**config.mk**
```make
export PLATFORM = sky130hd
export DESIGN_NAME = ldpc_wb_sequencer
export DESIGN_NICKNAME = d
export VERILOG_FILES = /design/src/rtl/ldpc_wb_sequencer.sv
export SDC_FILE = /design/constraint.sdc
export NUM_CORES = 1
export LEC_CHECK = 0
export CORE_MARGIN = 5
export CORE_UTILIZATION = 30
export CTS_CLUSTER_SIZE = 25
export DETAILED_ROUTE_END_ITERATION = 12
export MAX_ROUTING_LAYER = met4
export PLACE_DENSITY = 0.59
export SYNTH_ARGS = -nofsm -noshare
export SYNTH_HDL_FRONTEND = slang
export SYNTH_SLANG_ARGS = --single-unit
```
**constraint.sdc**
```tcl
create_clock -name wb_clk_i -period 5.35 [get_ports wb_clk_i]
set_clock_uncertainty 0.1 [all_clocks]
set_input_delay 0.535 -clock wb_clk_i [delete_from_list [all_inputs] [get_ports wb_clk_i]]
set_output_delay 0.535 -clock wb_clk_i [all_outputs]
set_load 0.1 [all_outputs]
```
**src/rtl/ldpc_wb_sequencer.sv**
```systemverilog
// Wishbone-slave sequencer for the LDPC core: register file, job FSM with
// cycle counter and timeout, result capture and level interrupt.
module ldpc_wb_sequencer #(
    parameter int N_WORDS = 4,
    parameter int TIMEOUT = 1024,
    parameter int CW      = 16
) (
    input  logic                   wb_clk_i,
    input  logic                   wb_rst_i,
    input  logic                   wbs_cyc_i,
    input  logic                   wbs_stb_i,
    input  logic                   wbs_we_i,
    input  logic [3:0]             wbs_sel_i,
    input  logic [31:0]            wbs_adr_i,
    input  logic [31:0]            wbs_dat_i,
    output logic                   wbs_ack_o,
    output logic [31:0]            wbs_dat_o,
    output logic [32*N_WORDS-1:0]  core_din_o,
    output logic                   core_mode_o,
    output logic                   core_start_o,
    output logic                   core_abort_o,
    input  logic                   core_done_i,
    input  logic                   core_err_i,
    input  logic [32*N_WORDS-1:0]  core_dout_i,
    output logic                   irq_o
);

    typedef enum logic [2:0] {IDLE, START, WAIT, CAPTURE, ABORT} state_t;

    localparam logic [CW-1:0] LAST   = CW'(TIMEOUT - 1);
    localparam logic [CW-1:0] TO_VAL = CW'(TIMEOUT);

    state_t         state, state_nx;
    logic [5:0]     off;
    logic           req, wr, busy, wr_ctrl, wr_stat, launch;
    logic           irq_en, mode, flag_done, flag_timeout, err, err_hold;
    logic [CW-1:0]  cnt, cycles;
    logic [31:0]    din       [N_WORDS];
    logic [31:0]    dout      [N_WORDS];
    logic [31:0]    dout_hold [N_WORDS];
    logic [31:0]    rdata;
    logic           unused_adr;

    assign unused_adr = ^{wbs_adr_i[31:8], wbs_adr_i[1:0]};

    assign off     = wbs_adr_i[7:2];
    assign req     = wbs_stb_i & wbs_cyc_i & ~wbs_ack_o;
    assign wr      = req & wbs_we_i;
    assign busy    = (state != IDLE);
    assign wr_ctrl = wr && (off == 6'h00) && wbs_sel_i[0];
    assign wr_stat = wr && (off == 6'h01) && wbs_sel_i[0];
    assign launch  = wr_ctrl && wbs_dat_i[0] && !busy;

    assign core_mode_o = mode;

    for (genvar g = 0; g < N_WORDS; g++) begin : g_din
        assign core_din_o[32*g +: 32] = din[g];
    end

    always_comb begin
        rdata = '0;
        case (off)
            6'h00:   rdata = {29'd0, mode, irq_en, 1'b0};
            6'h01:   rdata = {28'd0, err, flag_timeout, flag_done, busy};
            6'h02:   rdata = 32'(cycles);
            default: rdata = '0;
        endcase
        for (int i = 0; i < N_WORDS; i++) begin
            if (off == 6'(16 + i)) rdata = din[i];
            if (off == 6'(32 + i)) rdata = dout[i];
        end
    end

    always_ff @(posedge wb_clk_i) begin
        if (wb_rst_i) state <= IDLE;
        else          state <= state_nx;
    end

    always_comb begin
        state_nx     = state;
        core_start_o = 1'b0;
        core_abort_o = 1'b0;
        case (state)
            IDLE:    if (launch) state_nx = START;
            START: begin
                core_start_o = 1'b1;
                state_nx     = WAIT;
            end
            // done takes priority over the timeout threshold
            WAIT: begin
                if (core_done_i)      state_nx = CAPTURE;
                else if (cnt == LAST) state_nx = ABORT;
            end
            CAPTURE: state_nx = IDLE;
            ABORT: begin
                core_abort_o = 1'b1;
                state_nx     = IDLE;
            end
            default: state_nx = IDLE;
        endcase
    end

    always_ff @(posedge wb_clk_i) begin
        if (wb_rst_i) begin
            wbs_ack_o    <= 1'b0;
            wbs_dat_o    <= '0;
            irq_o        <= 1'b0;
            irq_en       <= 1'b0;
            mode         <= 1'b0;
            flag_done    <= 1'b0;
            flag_timeout <= 1'b0;
            err          <= 1'b0;
            err_hold     <= 1'b0;
            cnt          <= '0;
            cycles       <= '0;
            for (int i = 0; i < N_WORDS; i++) begin
                din[i]       <= '0;
                dout[i]      <= '0;
                dout_hold[i] <= '0;
            end
        end else begin
            wbs_ack_o <= req;
            wbs_dat_o <= req ? rdata : '0;
            irq_o     <= irq_en & (flag_done | flag_timeout);

            if (wr_ctrl) begin
                irq_en <= wbs_dat_i[1];
                if (!busy) mode <= wbs_dat_i[2];
            end

            // later assignments win: a flag being set beats a W1C in the same cycle
            if (wr_stat && wbs_dat_i[1]) flag_done    <= 1'b0;
            if (wr_stat && wbs_dat_i[2]) flag_timeout <= 1'b0;
            if (launch) begin
                flag_done    <= 1'b0;
                flag_timeout <= 1'b0;
            end
            if (state == CAPTURE) flag_done    <= 1'b1;
            if (state == ABORT)   flag_timeout <= 1'b1;

            if (wr && !busy) begin
                for (int i = 0; i < N_WORDS; i++) begin
                    if (off == 6'(16 + i)) begin
                        for (int b = 0; b < 4; b++) begin
                            if (wbs_sel_i[b]) din[i][8*b +: 8] <= wbs_dat_i[8*b +: 8];
                        end
                    end
                end
            end

            case (state)
                START: cnt <= '0;
                WAIT: begin
                    cnt <= cnt + CW'(1);
                    if (core_done_i) begin
                        err_hold <= core_err_i;
                        for (int i = 0; i < N_WORDS; i++) begin
                            dout_hold[i] <= core_dout_i[32*i +: 32];
                        end
                    end
                end
                CAPTURE: begin
                    err    <= err_hold;
                    cycles <= cnt;
                    for (int i = 0; i < N_WORDS; i++) begin
                        dout[i] <= dout_hold[i];
                    end
                end
                ABORT:   cycles <= TO_VAL;
                default: ;
            endcase
        end
    end

endmodule

```
==> results of run 1 <==
-- layout by cell type (no fill, tap or decap), types with 7 or more instances in the layout --
cell type | Yosys | routed
nand4_1 | 7 | 7
o22ai_1 | 16 | 16
nand3_1 | 14 | 14
mux2i_1 | 13 | 13
a21oi_1 | 37 | 37
mux2_2 | 12 | 12
a22o_1 | 16 | 16
buf_4 | 3 | 25
and2_1 | 391 | 391
clkbuf_16 | 0 | 49
a21o_1 | 10 | 10
clkdlybuf4s50_1 | 0 | 338
nor2_1 | 38 | 36
a31oi_1 | 22 | 22
edfxtp_1 | 384 | 384
diode_2 | 0 | 7
a221oi_1 | 10 | 10
clkinv_2 | 0 | 8
o2bb2ai_1 | 16 | 16
clkbuf_1 | 62 | 8
a222oi_1 | 20 | 20
dfxtp_1 | 75 | 75
nand2_1 | 69 | 68
o221ai_1 | 9 | 9
a22oi_1 | 17 | 17
nor3_2 | 13 | 13
nor3_1 | 9 | 9
o21ai_0 | 57 | 57
-- through the flow --
stage | instances | util (%)
6_report | 2645 | 39.7
5_1_grt | 2645 | 39.7
4_1_cts | 2637 | 39.7
3_5_place_dp | 2552 | 37.2
3_3_place_gp | 2552 | 37.2
2_1_floorplan | 1427 | -
-- worst min path at each step --
stage	from	endpoint	slack, ns	cells past startpoint
2_1_floorplan	err_hold	err	0.33	2
3_5_place_dp	err_hold	err	0.36	2
4_1_cts	err_hold	err	0.37	2
6_report	err_hold	err	0.37	2
5_1_grt	cycles[14]	cycles[14]	0.39	1
3_3_place_gp	err_hold	err	0.35	2
-- state kept, by name, summed over array words and instances, names as in the netlist --
name,cells
dout,128
err,1
err_hold,1
irq_en,1
wbs_dat_o,32
cnt,16
dout_hold,128
wbs_ack_o,1
irq_o,1
flag_timeout,1
flag_done,1
din,128
cycles,16
state,3
core_mode_o,1
-- layer usage --
layer | wire [µm] | up-vias | part of all wire [%]
li1 | - | 5926 | -
met1 | 26600 | 6328 | 42
met2 | 28800 | 542 | 46
met3 | 5280 | 103 | 8.4
met4 | 2200 | 0 | 3.5
met5 | 0 | - | 0
-- logic make-up after synthesis --
group                      count (synthesis)
muxes                                     25
DFF                                      459
adders and majority gates                  1
and+or+nand+nor                          586
buffers and inverters                     98
AOI/OAI and AO/OA                        258
-- critical path: cells and delay by family, from the launching register on --
family        cells  cell delay [ns]
flops             1             0.50
buf+inv           2             1.35
simple gates      1             0.57
-- final cells by class --
| class | instances | area (µm²) |
|---|---|---|
| inverters | 7 | 28.8 |
| clock buffers | 60 | 1300 |
| multi-input cells | 870 | 5620 |
| diodes | 7 | 17.5 |
| repair buffers | 371 | 3670 |
| flip-flops and latches | 459 | 13000 |
| clock inverters | 25 | 285 |
| well taps | 846 | 1060 |
| fillers | 5918 | 38000 |
-- where the power goes --
| group | switching (µW) | internal [µW] |
|---|---|---|
| logic | 518 | 220 |
| registers | 56.4 | 3970 |
| clock network | 1390 | 2000 |
==> reports/metrics.csv, run 1 <==
stage,metric,value,unit
setup_path,cp-end-kind,output port,
clock_tree,clkLatencyLatePin,0.59,ns
sta,hold_viol_final,0,
synth,synth-adder-area-share,0.0657,%
setup_path,cp.arrival,3.01,ns
die,die_x,262,µm
setup_path,max_stage_delay,1.16,ns
sta,setup_tns,0,ns
clock_tree,htreeDepth,2,
sta,tightestPinTransition,1.28,ns
synth,synth_top_family_by_area,simple AND/OR/NAND/NOR gates,
route,vias,12900,
synth,synthMuxAreaShare,1.39,%
synth,synth_compound_area_share,9.46,%
synth,syn_nets,1631,
synth,netlist.area_leader.share,60.6,%
global_routing,use_met2,27.5,%
setup_path,reg2reg_depth,5,
setup_path,cp_max_fo,10,
global_routing,grt_pass1_wl,88.9,mm
pwr,vdd_drop_max,0.000221,V
pwr,powerDensity,326,nW/µm²
clock_tree,cts_sinks,459,
global_routing,met3_usage,4.39,%
clock_tree,hold_buffers,0,
worst_hold_path,min_path_type,reg2reg,
global_routing,antenna_found_initial,8,
synth,postSynthCellCount,1427,
synth,yosysMostFrequentCell,and2_1,
finish,finalNetCount,1961,
sta,period_needed,3.65,ns
die,die_area,68600,µm²
flow_run,drv_cap,0,
synth,ys_ff_latch,459,
setup_path,r2r-start,state[2],
die,core_area,63000,µm²
route,finalWirelength,62.8,mm
synth,synth-edff-count,384,
global_routing,grt_start_max_net_pins,130,
die,ios,368,
synth,synthSimpleGateAreaFrac,18.4,%
setup_path,crit_required,4.72,ns
global_routing,gr-max-usage-layer,met2,
global_routing,grt_pass1_vias,12800,
synth,yosysTopAreaCell,edfxtp_1,
clock_tree,cts_tree,built,
route,dr.pass1.iters,6,
route,via_per_inst,4.88,
finish,finalInstanceArea,25000,µm²
synth,synthFlopType,edfxtp_1,
route,route.detailed.drc,0,
clock_tree,cts_setup_buffers,0,
sta,setup_ws,1.70,ns
die,die_y,262,µm
finish,final_layout_size_suffix_gt1_share,8.09,%
setup_path,worstSetupStartpoint,state[0],
route,routedWlPerCell,23.7,µm
setup_path,critical_path_class,reg2out,
global_routing,grt_overflow,0,
global_routing,track_usage,18.1,%
sta,max_freq,0.274,GHz
place,dp.final_hpwl,46.8,mm
die,placementRows,92,
route,antenna_left,0,
global_routing,grt_util_met1,24.3,%
synth,ys_top_cells_by_area,"edfxtp_1 (61%), and2_1 (13%), dfxtp_1 (7.9%)",
sta,finalCritPeriodShare,68.2,%
clock_tree,cts_root_buffer,clkbuf_16,
setup_path,r2r-end,dout_hold[0][19],
synth,post_synth_xor_area_fraction,0,%
setup_path,critPathCapture,core_start_o,
clock_tree,cts_buffers,48,
route,first_iter_violations,1121,
setup_path,regToRegSetupSlack,1.92,ns
setup_path,critPathLaunchType,flop,
setup_path,cp_cell_sequence,"or3b_2, inv_1, clkdlybuf4s50_1",
synth,synth.distinct_cells,70,
clock_tree,path_clk_slew,0.06,ns
place,io_buffers,341,
sta,drv_slew,0,
place,dp_slack,1.53,ns
die,floorplan.initialDensity,30.2,%
synth,synth_area,19000,µm²
synth,ys_warn_count,0,
clock_tree,clockBufferDepth,3,
clock_tree,cts_resized,0,
setup_path,cp_slowest_cell,clkdlybuf4s50_1,
synth,synthArstFlopShare,0,%
finish,syn_to_final_growth,31.4,%
outcome,status,completed,
place,place_area,23400,µm²
sta,max_slew_margin,13.6,%
sta,holdWs,0.374,ns
synth,syn_area_per_cell,13.3,µm²
synth,synthTopCellsByCount,"and2_1 (391), edfxtp_1 (384), dfxtp_1 (75)",
sta,grt_setup_unrepaired,false,
synth,yosysSeqAreaShare,68.4,%
pwr,power,8160,µW
place,gp_congestion,0.920,
sta,finalSetupViolations,0,
pwr,p_leak,0.00880,µW
Power figures use the tool's default switching activity.
==> inputs of run 2 (changes only) <==
==> constraint.sdc (replaced) <==
create_clock -name wb_clk_i -period 3.45 [get_ports wb_clk_i]
set_clock_uncertainty 0.1 [all_clocks]
set_input_delay 0.345 -clock wb_clk_i [delete_from_list [all_inputs] [get_ports wb_clk_i]]
set_output_delay 0.345 -clock wb_clk_i [all_outputs]
set_load 0.1 [all_outputs]
==> reports/metrics.csv, run 2 (synthesis gave the netlist of run 1 again) <==
stage,metric,value,unit,change
outcome,status,completed,,unchanged
finish,finalInstanceArea,25300,µm²,was 25000 µm²
pwr,vdd_drop_max,0.000292,V,was 0.000221 V
sta,drv_slew,0,,unchanged
finish,reg_top3,"din x128, dout x128, dout_hold x128",,unchanged
clock_tree,cts_root_buffer,clkbuf_16,,unchanged
route,via_per_inst,4.86,,was 4.88
route,antenna_left,0,,unchanged
setup_path,critical_path_class,in2reg,,was reg2out
clock_tree,cts_setup_buffers,0,,unchanged
setup_path,cp-end-kind,flop,,was output port
clock_tree,cts_sinks,459,,unchanged
place,gp_congestion,0.913,,was 0.920
die,die_x,262,µm,unchanged
route,route.detailed.drc,0,,unchanged
route,routedWlPerCell,23.5,µm,was 23.7 µm
pwr,power,12800,µW,was 8160 µW
clock_tree,htreeDepth,2,,unchanged
finish,finalNetCount,1997,,was 1961
clock_tree,clockBufferDepth,3,,unchanged
global_routing,grt_start_max_net_pins,130,,unchanged
worst_hold_path,min_path_type,in2reg,,was reg2reg
global_routing,antenna_found_initial,10,,was 8
setup_path,crit_required,3.78,ns,was 4.72 ns
place,dp.cells,2589,,was 2552
die,placementRows,92,,unchanged
sta,finalSetupViolations,0,,unchanged
sta,max_slew_margin,19.7,%,was 13.6%
global_routing,grt_pass1_wl,89.5,mm,was 88.9 mm
route,finalWirelength,63.2,mm,was 62.8 mm
flow_run,drv_cap,0,,unchanged
clock_tree,clkLatencyLatePin,0.57,ns,was 0.59 ns
die,core_area,63000,µm²,unchanged
global_routing,grt_overflow,0,,unchanged
sta,finalCritPeriodShare,80.0,%,
setup_path,critPathLaunchType,input pin,,was flop
route,first_iter_violations,1325,,was 1121
clock_tree,path_clk_slew,0.06,ns,about the same
finish,layout_commonest_cell,and2_1,,unchanged
pwr,powerDensity,505,nW/µm²,was 326 nW/µm²
sta,hold_viol_final,0,,unchanged
place,place_area,23600,µm²,was 23400 µm²
route,dr.pass1.iters,6,,unchanged
clock_tree,cts_buffers,48,,unchanged
setup_path,cp_max_fo,11,,was 10
finish,syn_to_final_growth,32.7,%,was 31.4%
pwr,p_leak,0.00904,µW,was 0.00880 µW
clock_tree,cts_resized,0,,unchanged
finish,stdcell_count,2685,,was 2645
clock_tree,cts_tree,built,,unchanged
sta,tightestPinTransition,1.20,ns,was 1.28 ns
clock_tree,hold_buffers,0,,unchanged
finish,final_cell_mix,"and2_1 (391), edfxtp_1 (384), clkdlybuf4s50_1 (305)",,"was and2_1 (391), edfxtp_1 (384), clkdlybuf4s50_1 (338)"
global_routing,grt_pass1_vias,13000,,was 12800
sta,period_needed,2.76,ns,
die,die_area,68600,µm²,unchanged
die,ios,368,,unchanged
worst_hold_path,whs_path_depth,3,,was 2
finish,final_layout_size_suffix_gt1_share,11.6,%,was 8.09%
setup_path,cp.arrival,3.09,ns,was 3.01 ns
die,die_y,262,µm,unchanged
global_routing,track_usage,18.3,%,was 18.1%
setup_path,reg2reg_depth,6,,was 5
place,io_buffers,341,,unchanged
die,floorplan.initialDensity,30.2,%,unchanged
sta,max_freq,0.362,GHz,
route,vias,13000,,was 12900
place,dp.final_hpwl,47.2,mm,was 46.8 mm
sta,grt_setup_unrepaired,false,,unchanged
sta,setup_tns,0,ns,unchanged
==> run 2: area by class of cell <==
cell class | count | area, µm²
repair buffers | 407 | 3870
clock inverters | 25 | 302
fillers | 5913 | 37700
inverters | 7 | 30.0
diodes | 9 | 22.5
multi-input cells | 870 | 5610
flip-flops and latches | 459 | 13000
well taps | 846 | 1060
clock buffers | 62 | 1330
==> run 2: critical path: stages <==
cell and delay [ns]:
clkdlybuf4s50_1 0.69, nor4b_4 0.66, nand2_1 0.45, buf_4 0.29
nor3_2 0.43, and2_1 0.21
==> run 2: where the power goes <==
group          leakage [µW]  internal (µW)  switching, µW
clock              0.000790           3220           2140
combinational       0.00370            352            799
sequential          0.00454           6150           92.9
==> run 2: per-stage QoR <==
stage	setup WS (ns)	utilization, %	hold WS (ns)
floorplan	0.0120	-	0.325
global placement	0.320	37.5	0.362
detailed placement	0.209	37.5	0.355
CTS	0.672	40.1	0.170
global route	0.482	40.1	0.192
finish	0.691	40.1	0.194
==> run 2: per-layer routing <==
layer / part of all wire, % / GRT usage (%) / wire length (µm)
met1: 43 / 24.3 / 26900
met2: 46 / 27.7 / 29000
met3: 8.5 / 4.98 / 5390
met4: 2.9 / 5.14 / 1830
met5: 0 / - / 0
==> run 2: path summary, 6_finish.rpt <==
check,startpoint,endpoint,slack (ns)
worst min register to register,err,err,0.37
worst max-delay path,wbs_adr_i[6],din[2][26],0.69
worst min-delay path,wb_rst_i,flag_timeout,0.19
worst max register to register,state[2],dout_hold[3][31],0.70
==> inputs of run 3 (changes only) <==
==> constraint.sdc (replaced) <==
create_clock -name wb_clk_i -period 2.75 [get_ports wb_clk_i]
set_clock_uncertainty 0.1 [all_clocks]
set_input_delay 0.275 -clock wb_clk_i [delete_from_list [all_inputs] [get_ports wb_clk_i]]
set_output_delay 0.275 -clock wb_clk_i [all_outputs]
set_load 0.1 [all_outputs]
==> reports/metrics.csv, run 3 (synthesis gave the netlist of run 1 again) <==
stage,metric,value,unit,change
clock_tree,cts_sinks,459,,unchanged
route,route.detailed.drc,0,,unchanged
clock_tree,cts_tree,built,,unchanged
setup_path,cp_max_fo,10,,was 11
setup_path,cp-end-kind,output port,,was flop
global_routing,grt_pass1_vias,13100,,was 13000
finish,layout_commonest_cell,and2_1,,unchanged
worst_hold_path,min_path_type,in2reg,,unchanged
setup_path,crit_required,2.38,ns,was 3.78 ns
clock_tree,clockBufferDepth,3,,unchanged
clock_tree,cts_resized,0,,unchanged
setup_path,cp.arrival,2.08,ns,was 3.09 ns
global_routing,grt_overflow,0,,unchanged
sta,finalCritPeriodShare,89.4,%,
clock_tree,htreeDepth,2,,unchanged
pwr,p_leak,0.00952,µW,was 0.00904 µW
pwr,power,16600,µW,was 12800 µW
sta,holdWs,0.260,ns,was 0.194 ns
die,die_area,68600,µm²,unchanged
outcome,status,completed,,unchanged
route,routedWlPerCell,23.2,µm,was 23.5 µm
sta,finalSetupViolations,0,,unchanged
route,antenna_left,0,,unchanged
die,placementRows,92,,unchanged
sta,drv_slew,0,,unchanged
clock_tree,clkLatencyLatePin,0.59,ns,was 0.57 ns
clock_tree,path_clk_slew,0.06,ns,about the same
finish,finalNetCount,2036,,was 1997
die,core_area,63000,µm²,unchanged
sta,period_needed,2.46,ns,
die,ios,368,,unchanged
sta,grt_setup_unrepaired,false,,unchanged
finish,reg_top3,"din x128, dout x128, dout_hold x128",,unchanged
place,io_buffers,341,,unchanged
global_routing,track_usage,18.1,%,was 18.3%
place,gp_congestion,0.908,,was 0.913
setup_path,critPathLaunchType,flop,,was input pin
place,dp.cells,2626,,was 2589
route,first_iter_violations,1026,,was 1325
place,dp.final_hpwl,48.7,mm,was 47.2 mm
sta,max_freq,0.407,GHz,
die,floorplan.initialDensity,30.2,%,unchanged
pwr,vdd_drop_max,0.000439,V,was 0.000292 V
sta,setup_tns,0,ns,unchanged
clock_tree,hold_buffers,1,,was 0
finish,syn_to_final_growth,34.2,%,was 32.7%
route,finalWirelength,63.1,mm,was 63.2 mm
clock_tree,cts_root_buffer,clkbuf_16,,unchanged
finish,final_layout_size_suffix_gt1_share,21.4,%,was 11.6%
finish,stdcell_count,2727,,was 2685
route,dr.pass1.iters,7,,was 6
sta,tightestPinTransition,0.933,ns,was 1.20 ns
flow_run,drv_cap,0,,unchanged
die,die_x,262,µm,unchanged
sta,max_slew_margin,37.6,%,was 19.7%
die,die_y,262,µm,unchanged
clock_tree,cts_buffers,49,,was 48
global_routing,antenna_found_initial,8,,was 10
finish,final_cell_mix,"and2_1 (391), edfxtp_1 (384), buf_4 (252)",,"was and2_1 (391), edfxtp_1 (384), clkdlybuf4s50_1 (305)"
global_routing,grt_start_max_net_pins,66,,was 130
finish,final_core_util,40.6,%,was 40.1%
pwr,powerDensity,650,nW/µm²,was 505 nW/µm²
global_routing,grt_pass1_wl,89.0,mm,was 89.5 mm
sta,hold_viol_final,0,,unchanged
clock_tree,cts_setup_buffers,0,,unchanged
route,vias,13000,,about the same
setup_path,critical_path_class,reg2out,,was in2reg
route,via_per_inst,4.78,,was 4.86
-- run 3: changes by cell type in the layout (fill, tap and decap cells not counted), moves of 2 or more --
cell             delta
buf_12             +11
buf_4             +158
bufinv_16           +4
clkbuf_1            -5
clkbuf_16           +2
clkbuf_8            -3
clkdlybuf4s50_1   -132
clkinv_1            -5
clkinv_2            +5
clkinvlp_4          +3
inv_6               +3
nor2_1              -2
nor2_2              +2
-- run 3: worst max-delay path, stage by stage (launching register included) --
cell,delay (ns)
dfxtp_1,0.50
or3b_2,0.58
inv_1,0.22
buf_12,0.21
-- run 3: worst paths after layout --
kind / endpoint / cells past startpoint / slack, ns / start
worst min-delay path: dout_hold[3][22] / 2 / 0.26 / core_dout_i[118]
worst max-delay path: core_start_o / 3 / 0.29 / state[0]
worst min register to register: err / 2 / 0.38 / err_hold
worst max register to register: din[3][13] / 6 / 0.42 / state[0]
-- run 3: cell type report --
type | count | area (µm²)
Fill cell | 5942 | 37400
Timing Repair Buffer | 445 | 3970
Antenna cell | 8 | 20.0
Inverter | 7 | 30.0
Clock buffer | 56 | 1320
Multi-Input combinational cell | 870 | 5640
Tap cell | 846 | 1060
Sequential cell | 459 | 13000
Clock inverter | 36 | 482
-- run 3: per-stage QoR --
stage,worst slack (ns),area (µm²)
after detailed placement,0.0331,23700
after global placement,0.104,23700
after floorplan,-0.340,19100
final,0.293,25500
after global routing,0.197,25500
after CTS,0.242,25500
-- run 3: layer usage --
metal  global-route usage, %  share of wire, %
met5                       -                 0
met4                    5.32               3.1
met3                    4.50               7.8
met2                    27.9                46
met1                    24.0                43
-- run 3: report_power, final --
part	leakage [µW]	internal (µW)	switching, µW	total (µW)
combinational	0.00411	444	1010	1460
sequential	0.00454	7720	117	7830
clock	0.000870	4480	2830	7310
